<file path="config.mk">
export PLATFORM = sky130hd
export DESIGN_NAME = i2s_pcm_tx
export DESIGN_NICKNAME = d
export VERILOG_FILES = /design/src/rtl/i2s_pcm_tx.sv
export SDC_FILE = /design/constraint.sdc
export NUM_CORES = 1
export LEC_CHECK = 0
export CORE_ASPECT_RATIO = 1.25
export CORE_MARGIN = 2
export CORE_UTILIZATION = 30
export DETAILED_ROUTE_END_ITERATION = 10
export PLACE_DENSITY = 0.57
export SLEW_MARGIN = 40
export SYNTH_ARGS = -nofsm -noshare
export SYNTH_HDL_FRONTEND = slang
export SYNTH_SLANG_ARGS = --single-unit
</file>
<file path="constraint.sdc">
create_clock -name clk -period 6.8 [get_ports clk]
set_input_delay 1.7 -clock clk [delete_from_list [all_inputs] [get_ports clk]]
set_output_delay 1.7 -clock clk [all_outputs]
set_load 0.01 [all_outputs]
</file>
<file path="src/rtl/i2s_pcm_tx.sv">
// i2s_pcm_tx: WS-master I2S transmitter.
// Serialises left/right PCM pairs MSB first with the I2S one-bit delay.
// A one-entry pending register with a valid/ready handshake feeds the
// frame registers at each frame boundary. If no pair is pending, the
// previous frame repeats and underrun pulses.
module i2s_pcm_tx #(
    parameter int NUMBER_OF_BITS = 8,
    parameter int SLOT_CYCLES    = 32
) (
    input  logic                      clk,
    input  logic                      rst_n,
    input  logic                      ena,
    input  logic                      s_valid,
    output logic                      s_ready,
    input  logic [NUMBER_OF_BITS-1:0] s_left,
    input  logic [NUMBER_OF_BITS-1:0] s_right,
    output logic                      ws,
    output logic                      sd,
    output logic                      frame_start,
    output logic                      underrun
);

    // Minimum width that holds SLOT_CYCLES-1.
    localparam int CW = (SLOT_CYCLES > 1) ? $clog2(SLOT_CYCLES) : 1;
    localparam logic [CW-1:0] CNT_LAST = CW'(SLOT_CYCLES - 1);
    localparam logic [CW-1:0] CNT_LSB  = CW'(NUMBER_OF_BITS);
    localparam logic [NUMBER_OF_BITS-1:0] BIT_ONE = NUMBER_OF_BITS'(1);

    // The slot must hold the delay bit, all data bits and at least one idle bit.
    generate
        if (NUMBER_OF_BITS < 1) begin : g_bad_bits
            $error("i2s_pcm_tx: NUMBER_OF_BITS must be at least 1");
        end
        if (SLOT_CYCLES < NUMBER_OF_BITS + 2) begin : g_bad_slot
            $error("i2s_pcm_tx: SLOT_CYCLES must be >= NUMBER_OF_BITS+2");
        end
    endgenerate

    typedef enum logic {
        SLOT_LEFT  = 1'b0,
        SLOT_RIGHT = 1'b1
    } slot_e;

    slot_e                     slot;
    slot_e                     slot_nxt;
    logic [CW-1:0]             cnt;
    logic [CW-1:0]             cnt_nxt;
    logic                      sd_nxt;
    logic                      slot_end;
    logic                      boundary;
    logic                      accept;
    logic                      pending_full;
    logic [NUMBER_OF_BITS-1:0] pend_left;
    logic [NUMBER_OF_BITS-1:0] pend_right;
    logic [NUMBER_OF_BITS-1:0] frame_left;
    logic [NUMBER_OF_BITS-1:0] frame_right;
    logic [NUMBER_OF_BITS-1:0] slot_word;
    logic [NUMBER_OF_BITS-1:0] bit_sel;

    assign ws       = (slot == SLOT_RIGHT);
    assign s_ready  = !pending_full;
    assign accept   = s_valid && !pending_full;
    assign slot_end = ena && (cnt == CNT_LAST);
    assign boundary = slot_end && (slot == SLOT_RIGHT);

    // Slot state register: left/right half of the frame, drives ws.
    always_ff @(posedge clk or negedge rst_n) begin
        if (!rst_n) begin
            slot <= SLOT_LEFT;
        end else begin
            slot <= slot_nxt;
        end
    end

    // Next slot and next count: advance only while enabled, flip slot on wrap.
    always_comb begin
        slot_nxt = slot;
        cnt_nxt  = cnt;
        if (ena) begin
            if (cnt == CNT_LAST) begin
                cnt_nxt  = '0;
                slot_nxt = (slot == SLOT_LEFT) ? SLOT_RIGHT : SLOT_LEFT;
            end else begin
                cnt_nxt = cnt + CW'(1);
            end
        end
    end

    // Select the bit that will be on the line once cnt takes cnt_nxt.
    // Frame registers only change when cnt_nxt is 0, where sd is 0 anyway,
    // so the pre-edge frame word is always the right source.
    always_comb begin
        slot_word = (slot_nxt == SLOT_RIGHT) ? frame_right : frame_left;
        bit_sel   = '0;
        if ((cnt_nxt != '0) && (cnt_nxt <= CNT_LSB)) begin
            bit_sel = BIT_ONE << (NUMBER_OF_BITS - int'(cnt_nxt));
        end
        sd_nxt = |(slot_word & bit_sel);
    end

    // Slot counter and registered serial data; both hold while ena is low.
    always_ff @(posedge clk or negedge rst_n) begin
        if (!rst_n) begin
            cnt <= '0;
            sd  <= 1'b0;
        end else begin
            cnt <= cnt_nxt;
            sd  <= sd_nxt;
        end
    end

    // Frame boundary strobes: frame_start always, underrun when nothing pending.
    always_ff @(posedge clk or negedge rst_n) begin
        if (!rst_n) begin
            frame_start <= 1'b0;
            underrun    <= 1'b0;
        end else begin
            frame_start <= boundary;
            underrun    <= boundary && !pending_full;
        end
    end

    // Pending register: boundary drains a full entry, otherwise accept fills it.
    // Accept is only possible while empty, so it can never collide with a drain.
    always_ff @(posedge clk or negedge rst_n) begin
        if (!rst_n) begin
            pending_full <= 1'b0;
            pend_left    <= '0;
            pend_right   <= '0;
        end else if (boundary && pending_full) begin
            pending_full <= 1'b0;
        end else if (accept) begin
            pending_full <= 1'b1;
            pend_left    <= s_left;
            pend_right   <= s_right;
        end
    end

    // Frame registers: reload from pending at a boundary, else hold (repeat).
    always_ff @(posedge clk or negedge rst_n) begin
        if (!rst_n) begin
            frame_left  <= '0;
            frame_right <= '0;
        end else if (boundary && pending_full) begin
            frame_left  <= pend_left;
            frame_right <= pend_right;
        end
    end

endmodule
</file>
==> results by group, run 1 <==
Outcome
  • Status: complete, no violations

Synth
  • Synthesized cell area: 1990 sq um
  • Post-synth top area share: 0.529
  • Synth Register Bits: 42
  • Avg Cell Area, Syn: 13.7 sq um
  • Sequential cell area fraction in the yosys report: 0.529
  • Post-Synthesis Cells: 145
  • Top area cells in the synthesized netlist: dfrtp_1 53%, mux2_2 20%, mux2i_1 3.0%, ha_1 1.9%, and3_1 1.3%
  • Area leader, netlist: dfrtp_1
  • Top_reg_cell synth: dfrtp_1
  • Asr flop ratio synth: 1.00
  • Syn_nets: 168
  • Post-synthesis cell type count: 43
  • Synth top cells by count: 42 x dfrtp_1, 36 x mux2_2, 6 x mux2i_1
  • EDFF count, synth: 0
  • Ys Warns: 0
  • Cell with the most instances after synthesis: dfrtp_1

Pwr
  • VDD IR max: 115 uV
  • Cell Pwr Density: 268 nW/um^2
  • Leak: 1.11 nW
  • Overall power: 0.644 mW

GRT
  • Vias in the first global route: 1326
  • Met3 usage: 0.0303
  • GRT overflow: 0
  • Met2 Usage GRT: 0.188
  • Initial antenna violation count: 0
  • First-pass GRT wire length: 6200 microns
  • GR peak layer: met2
  • Largest net degree at the start of global routing: 43
  • GRT Total Usage: 0.108
  • Met1 Use GR: 0.127

Setup path
  • Slowest cell on crit path: clkdlybuf4s50_1
  • Crit Path Class: input pin to flop
  • Buf+Inv Stages, Crit Path: 2
  • Largest stage delay, worst path: 0.84 ns
  • WP data required: 7.01 ns
  • Worst-path fanout max: 14
  • Critical-path cell list: clkdlybuf4s50_1, nor2b_1, a21oi_2, ha_1, inv_1, o21ai_0, a221oi_1, a311oi_2, a211oi_2
  • Element type at the critical path start: input pin
  • Arr. time, crit path: 4.27 ns
  • Crit. End Element: flop
  • CP top delay family: buffers and inverters

Timing
  • # setup viols final: 0
  • RSZ-0062 raised after global routing: no
  • Max-slew violations: 0
  • Post-route setup slack: 2.75 ns
  • Fmax: 247 MHz
  • Final period utilization: 0.596
  • Slew HR: 0.606
  • Setup TNS: 0 ns
  • Hold WS: 0.506 ns
  • Tmin final: 4.05 ns
  • Actual slew at the worst max-slew pin: 0.589 ns
  • Endpoints failing hold: 0
  • Layout Skew: 0.00880 ns

Clocking
  • Hold buffer count at CTS: 0
  • CTS tree: yes
  • Root Driver: clkbuf_8
  • Skew-Pair Late Insertion Delay: 0.29 ns
  • CTS H-tree depth: 2
  • CTS sink cnt: 42
  • Clk pin slew, worst setup/hold paths: 0.08 ns
  • Post_cts resized: 0
  • Maximum buffer depth of the clock tree: 2
  • Number of CTS-inserted buffers: 5
  • Postcts setup bufs: 0

Final layout
  • Total area of sequential cells: 1050 sq um
  • Final Cell Area: 2400 sq um
  • Share of post-route cells with drive strength above 1: 0.343
  • Multi-input gate area: 881 sq um
  • # nets final: 194
  • # fillers: 646
  • Fin util: 0.371
  • Non-filler cells, final: 259
  • Final antenna diode count: 0
  • Layout Area Growth over Synthesis: 20.9%

Worst hold path
  • Hold Path Class: flop to flop

Placement
  • Dpl ws: 2.49 ns
  • Placed insts: 251
  • Post-DP HPWL: 2590 microns
  • I/O Buffers: 24
  • Placed cell area: 2310 sq um
  • GP Congestion: 0.883

Floorplan
  • Die W: 76.8 microns
  • Total core area: 6480 sq um
  • Core Rows: 33
  • Initial core utilization: 0.307
  • Ports: 25
  • Die area: 7300 sq um
  • Die height: 95.0 microns

Job
  • MaxCap Viol Count: 0

Drt
  • Drt initial violations: 44
  • Routed len/inst: 13.8 microns
  • Vias per inst: 4.67
  • Post-route ant nets: 0
  • Post-Route WL: 3570 microns
  • Drt pass-1 iters: 4
  • Drt drc: 0
  • Via count: 1209
worst paths after layout:
path	start	to	cells after the start	slack [ns]
max	ena	sd	9	2.75
min	pend_right[0]	frame_right[0]	1	0.51
max reg2reg	cnt[0]	sd	12	3.72
min reg2reg	pend_right[0]	frame_right[0]	1	0.51
max in group asynchronous	rst_n	pend_right[1]	1	5.06
min in group asynchronous	rst_n	frame_right[0]	1	1.38
flip-flops by register name (all words and copies together) (netlist names):
signal and count:
underrun 1, pend_right 8, frame_right 8, pending_full 1
sd 1, cnt 5, frame_start 1, pend_left 8
ws 1, frame_left 8
layout make-up:
| type | count | area share |
|---|---|---|
| sequential | 42 | 0.437 |
| multi-input combinational | 91 | 0.366 |
| timing repair buffer | 25 | 0.102 |
| tap | 87 | 0.0453 |
| clock buffer | 6 | 0.0344 |
| inverter | 6 | 0.00937 |
| clock inverter | 2 | 0.00521 |
logic make-up after synthesis:
logic type,synth area share
adders and majority gates,0.0189
AOI/OAI and AO/OA,0.0869
muxes,0.253
buffers and inverters,0.0283
xor gates and xnor gates,0.00441
DFF,0.529
and+or+nand+nor,0.0799
power breakdown:
group / total, mW / internal (mW) / switching [mW]
Combinational: 0.166 / 0.0920 / 0.0745
Clock: 0.167 / 0.0816 / 0.0852
Sequential: 0.311 / 0.280 / 0.0314
cell usage in the layout (no fill, tap or decap), types with 2 or more instances in the layout:
master / Yosys / routed
and3_1: 4 / 4
nand3_1: 3 / 3
a221o_1: 2 / 2
ha_1: 3 / 3
mux2i_1: 6 / 6
o21ai_0: 2 / 2
buf_4: 0 / 2
mux2_2: 36 / 36
nor2b_1: 3 / 3
inv_1: 5 / 5
clkdlybuf4s50_1: 0 / 23
or3_1: 2 / 2
dfrtp_1: 42 / 42
nand2_1: 3 / 3
nand4_1: 2 / 2
clkbuf_8: 0 / 6
per-layer routing:
layer | routed length, microns | vias up
met5 | 0 | -
met4 | 50 | 0
met3 | 153 | 6
met2 | 1820 | 25
met1 | 1550 | 603
li1 | - | 575
(Power assumes the default switching activity.)
==> run 2: changes to the inputs <==
clock period = 4.1 ns   (was 6.8 ns; I/O delays follow)
==> run 2 against run 1 <==
- first-iteration DRC count increased by 18%
- utilization unchanged
- non-clock buffer count unchanged
- largest cell class unchanged
==> results by group, run 2 (synthesized netlist as in run 1, its figures left out) <==
Worst hold path
  • HP Start: frame_right[6] (was pend_right[0])
  • Hold depth: 1 (unchanged)
  • Hold Path Sink: frame_right[6] (was frame_right[0])
  • Hold Path Class: flop to flop (unchanged)

Timing
  • Max-slew violations: 0 (unchanged)
  • Tmin final: 3.30 ns
  • Layout Skew: 0.00702 ns (was 0.00880 ns)
  • RSZ-0062 raised after global routing: no (unchanged)
  • Final period utilization: 0.804
  • Actual slew at the worst max-slew pin: 0.578 ns (was 0.589 ns)
  • Setup TNS: 0 ns (unchanged)
  • Endpoints failing hold: 0 (unchanged)
  • # setup viols final: 0 (unchanged)
  • Fmax: 303 MHz
  • Slew HR: 0.614 (was 0.606)

Floorplan
  • Die W: 76.8 microns (unchanged)
  • Die height: 95.0 microns (unchanged)
  • Initial core utilization: 0.307 (unchanged)
  • Core Rows: 33 (unchanged)
  • Ports: 25 (unchanged)
  • Die area: 7300 sq um (unchanged)
  • Total core area: 6480 sq um (unchanged)

GRT
  • GRT Total Usage: 0.111 (was 0.108)
  • Initial antenna violation count: 0 (unchanged)
  • Vias in the first global route: 1309 (was 1326)
  • First-pass GRT wire length: 6140 microns (was 6200 microns)
  • GRT overflow: 0 (unchanged)
  • Largest net degree at the start of global routing: 43 (unchanged)

Setup path
  • Arr. time, crit path: 3.51 ns (was 4.27 ns)
  • Crit Path Class: input pin to flop (unchanged)
  • RR Endpoint: sd (unchanged)
  • Crit Reg-Reg Startpoint: cnt[0] (unchanged)
  • Crit. End Element: flop (unchanged)
  • Worst-path fanout max: 14 (unchanged)
  • Element type at the critical path start: input pin (unchanged)
  • WP data required: 4.32 ns (was 7.01 ns)
  • Flop2flop setup slack: 1.10 ns (was 3.72 ns)
  • Reg2Reg Depth: 12 (unchanged)

Placement
  • Placed cell area: 2310 sq um (unchanged)
  • Placed insts: 251 (unchanged)
  • I/O Buffers: 24 (unchanged)
  • GP Congestion: 0.905 (was 0.883)
  • Post-DP HPWL: 2710 microns (was 2590 microns)

Final layout
  • Final Cell Area: 2400 sq um (unchanged)
  • Layout Area Growth over Synthesis: 20.9% (unchanged)
  • Most frequent cells in the layout: 42 x dfrtp_1, 36 x mux2_2, 23 x clkdlybuf4s50_1 (unchanged)
  • Non-filler cells, final: 259 (unchanged)
  • Most common cell after layout, fill and taps aside: dfrtp_1 (unchanged)
  • Final antenna diode count: 0 (unchanged)
  • # nets final: 194 (unchanged)
  • Share of post-route cells with drive strength above 1: 0.343 (unchanged)
  • # fillers: 640 (was 646)

Clocking
  • CTS H-tree depth: 2 (unchanged)
  • Maximum buffer depth of the clock tree: 2 (unchanged)
  • Hold buffer count at CTS: 0 (unchanged)
  • Post_cts resized: 0 (unchanged)
  • Skew-Pair Late Insertion Delay: 0.29 ns (about the same)
  • CTS tree: yes (unchanged)
  • Number of CTS-inserted buffers: 5 (unchanged)
  • CTS sink cnt: 42 (unchanged)
  • Clk pin slew, worst setup/hold paths: 0.08 ns (about the same)
  • Postcts setup bufs: 0 (unchanged)
  • Root Driver: clkbuf_8 (unchanged)

Outcome
  • Status: complete, no violations (unchanged)

Pwr
  • Cell Pwr Density: 444 nW/um^2 (was 268 nW/um^2)
  • Leak: 1.11 nW (unchanged)
  • Overall power: 1.07 mW (was 0.644 mW)
  • VDD IR max: 184 uV (was 115 uV)

Drt
  • Routed len/inst: 14.0 microns (was 13.8 microns)
  • Via count: 1232 (was 1209)
  • Drt pass-1 iters: 4 (unchanged)
  • Post-Route WL: 3630 microns (was 3570 microns)
  • Drt initial violations: 52 (was 44)
  • Drt drc: 0 (unchanged)
  • Post-route ant nets: 0 (unchanged)
  • Vias per inst: 4.76 (was 4.67)

Job
  • MaxCap Viol Count: 0 (unchanged)
-- run 2: area by class of cell --
cell class                      count  area, sq um  area share
Clock inverter                      2         12.5     0.00521
Multi-Input combinational cell     91          881       0.366
Timing Repair Buffer               25          245       0.102
Tap cell                           87          109      0.0453
Clock buffer                        6         82.6      0.0344
Sequential cell                    42         1050       0.437
Inverter                            6         22.5     0.00937
-- run 2: layer usage --
| layer | vias to the layer above | track usage | share of wire |
|---|---|---|---|
| li1 | 585 | - | - |
| met1 | 611 | 0.118 | 0.41 |
| met2 | 28 | 0.201 | 0.52 |
| met3 | 8 | 0.0331 | 0.042 |
| met4 | 0 | 0.0561 | 0.023 |
| met5 | - | 0 | 0 |
-- run 2: worst max-delay path: stages --
cell             delay (ns)
clkdlybuf4s50_1        0.84
nor2b_1                0.36
a21oi_2                0.14
ha_1                   0.37
inv_1                  0.12
o21ai_0                0.09
a221oi_1               0.26
a311oi_2               0.07
a211oi_2               0.22
-- run 2: worst max path at each step --
| stage | start | end | slack, ns |
|---|---|---|---|
| 2_1_floorplan | cnt[1] | sd | 1.55 |
| 3_3_place_gp | ena | sd | 0.61 |
| 3_5_place_dp | ena | sd | 0.50 |
| 4_1_cts | ena | sd | 0.81 |
| 5_1_grt | ena | sd | 0.62 |
| 6_report | ena | sd | 0.80 |
-- run 2: where the power goes --
| group | leakage (nW) | total [mW] | switching, mW | internal [mW] |
|---|---|---|---|---|
| combinational | 0.513 | 0.277 | 0.124 | 0.153 |
| clock | 0.0472 | 0.275 | 0.139 | 0.135 |
| sequential | 0.546 | 0.516 | 0.0525 | 0.464 |
| total | 1.11 | 1.07 | 0.316 | 0.751 |
-- run 2: metrics by stage --
step	hold WS [ns]	setup slack [ns]	util
floorplan	0.471	1.55	-
global placement	0.488	0.607	0.356
detailed placement	0.495	0.495	0.356
CTS	0.514	0.809	0.371
global route	0.532	0.621	0.371
finish	0.506	0.803	0.371
==> edit (config.mk and constraints of run 2) <==
`SLOT_CYCLES`: 32 -> 64.
--- a/src/rtl/i2s_pcm_tx.sv
+++ b/src/rtl/i2s_pcm_tx.sv
@@ -6,5 +6,5 @@
 module i2s_pcm_tx #(
     parameter int NUMBER_OF_BITS = 8,
-    parameter int SLOT_CYCLES    = 32
+    parameter int SLOT_CYCLES    = 64
 ) (
     input  logic                      clk,
Check against the original RTL: no difference found for any inputs over 10 cycles, from zero or initial values and one cycle with rst_n low; that may be too few to reach the edited logic, so the function may still have changed.
==> edit against run 2 <==
- synthesized area up 3.9%
- register-to-register slack better by 270 ps
- wire length increased by 2.1%
- sequential cell count increased by 1
- cell area increased by 2.5%
- utilization grew 0.21 points
- largest cell class unchanged
- count of clock-buffer cells in the layout is the same
- worst setup slack gained 120 ps
- power rose by 19%
- synthesized cell count increased by 6.9%
- critical path type unchanged
==> edit: results (changes against run 2) <==
[status]
status = finished clean  ; unchanged

[worst_setup_path]
crit_path_max_fanout = 9  ; was 14
regToRegSetupSlack_ps = 1370  ; was 1100 ps
reg2reg_depth = 9  ; was 12
timing.rr.start = cnt[0]  ; unchanged
cp.arrival_ps = 3350  ; was 3510 ps

[synthesis]
yosys-top-cells-area = dfrtp_1 52%, mux2_2 16%, mux2_1 2.2%, mux4_2 2.2%, mux2i_1 1.9%  ; was dfrtp_1 53%, mux2_2 20%, mux2i_1 3.0%, ha_1 1.9%, and3_1 1.3%
ys_top_cells_by_count = 43 x dfrtp_1, 30 x mux2_2  ; was 42 x dfrtp_1, 36 x mux2_2, 6 x mux2i_1
synth-seq-area-share_pct = 52.1  ; was 52.9%
syn_nets = 177  ; was 168
synth_cell_type_count = 42  ; was 43

[sta]
slew_headroom_pct = 64.0  ; was 61.4%
skew_ps = 1.17  ; was 7.02 ps

[detailed_routing]
wl_met3_um = 134  ; was 153 um
dr_wl_met2_um = 1920  ; was 1900 um
dr.first_iter.drc_count = 49  ; was 52
num_vias = 1282  ; was 1232
wirelength_um = 3700  ; was 3630 um
wl_met1_um = 1530  ; was 1480 um

[global_routing]
antenna_found_initial = 0  ; unchanged
grt_max_degree = 44  ; was 43
grt_pass1_wl_um = 6440  ; was 6140 um
grt_usage_pct = 10.9  ; was 11.1%

[clocking]
clock_latency_ps = 290  ; about the same

[placement]
gp_congestion = 0.767  ; was 0.905

[power_and_ir_drop]
p_int_mw = 0.824  ; was 0.751 mW
p_leak_nw = 1.07  ; was 1.11 nW
vdd_ir_drop_max_mv = 0.220  ; was 0.184 mV

[min_path]
hold_end = frame_left[5]  ; was frame_right[6]
min_from = pend_left[5]  ; was frame_right[6]

[finish]
fin_nets = 203  ; was 194
layout-drive-gt1-share_pct = 29.7  ; was 34.3%

edit: per-stage QoR:
step / instance area (sq um) / std cells / power [mW] / setup slack, ps / hold slack [ps]
after floorplan: 2070 / 155 / 0.918 / 1240 / 454
after global placement: 2380 / 261 / 1.02 / 671 / 476
after detailed placement: 2380 / 261 / 1.02 / 624 / 484
after CTS: 2460 / 269 / 1.29 / 928 / 503
after global routing: 2460 / 269 / 1.36 / 786 / 525
final: 2460 / 269 / 1.27 / 920 / 494
edit: how the worst max path moves through the flow:
stage,slack (ps),endpoint,from,cells after the start
after detailed placement,620,sd,ena,7
after global placement,670,sd,ena,9
final,920,sd,ena,7
after CTS,930,sd,ena,8
after global routing,790,sd,ena,7
after floorplan,1240,sd,ena,9
edit: power by group through the flow:
stage / registers [mW] / logic (mW) / clock network, mW
finish: 0.579 / 0.433 / 0.258
global route: 0.592 / 0.486 / 0.286
floorplan: 0.552 / 0.366 / 0
CTS: 0.580 / 0.440 / 0.268
global placement: 0.588 / 0.430 / 0
detailed placement: 0.588 / 0.435 / 0
edit: cell type report:
| type | count | share of cell area [%] |
|---|---|---|
| sequential | 43 | 43.7 |
| timing repair buffer | 27 | 10.6 |
| clock inverter | 2 | 0.508 |
| multi-input combinational | 98 | 37.0 |
| clock buffer | 6 | 2.95 |
| tap | 87 | 4.42 |
| inverter | 6 | 0.914 |
edit: critical path, cell delays in order:
cell and delay (ps):
clkdlybuf4s50_1 590, buf_4 240, mux2i_1 330, ha_1 320
mux4_2 530, a21boi_0 220, a211oi_2 90
edit: logic make-up after synthesis:
kind of cell    after synthesis  share of synthesized area [%]
flops                        43                           52.1
compound gates               24                           8.48
buf+inv                      14                           3.82
mux                          40                           22.7
simple gates                 25                           7.88
fa+ha+maj                     2                           1.21
xor+xnor                      7                           3.88
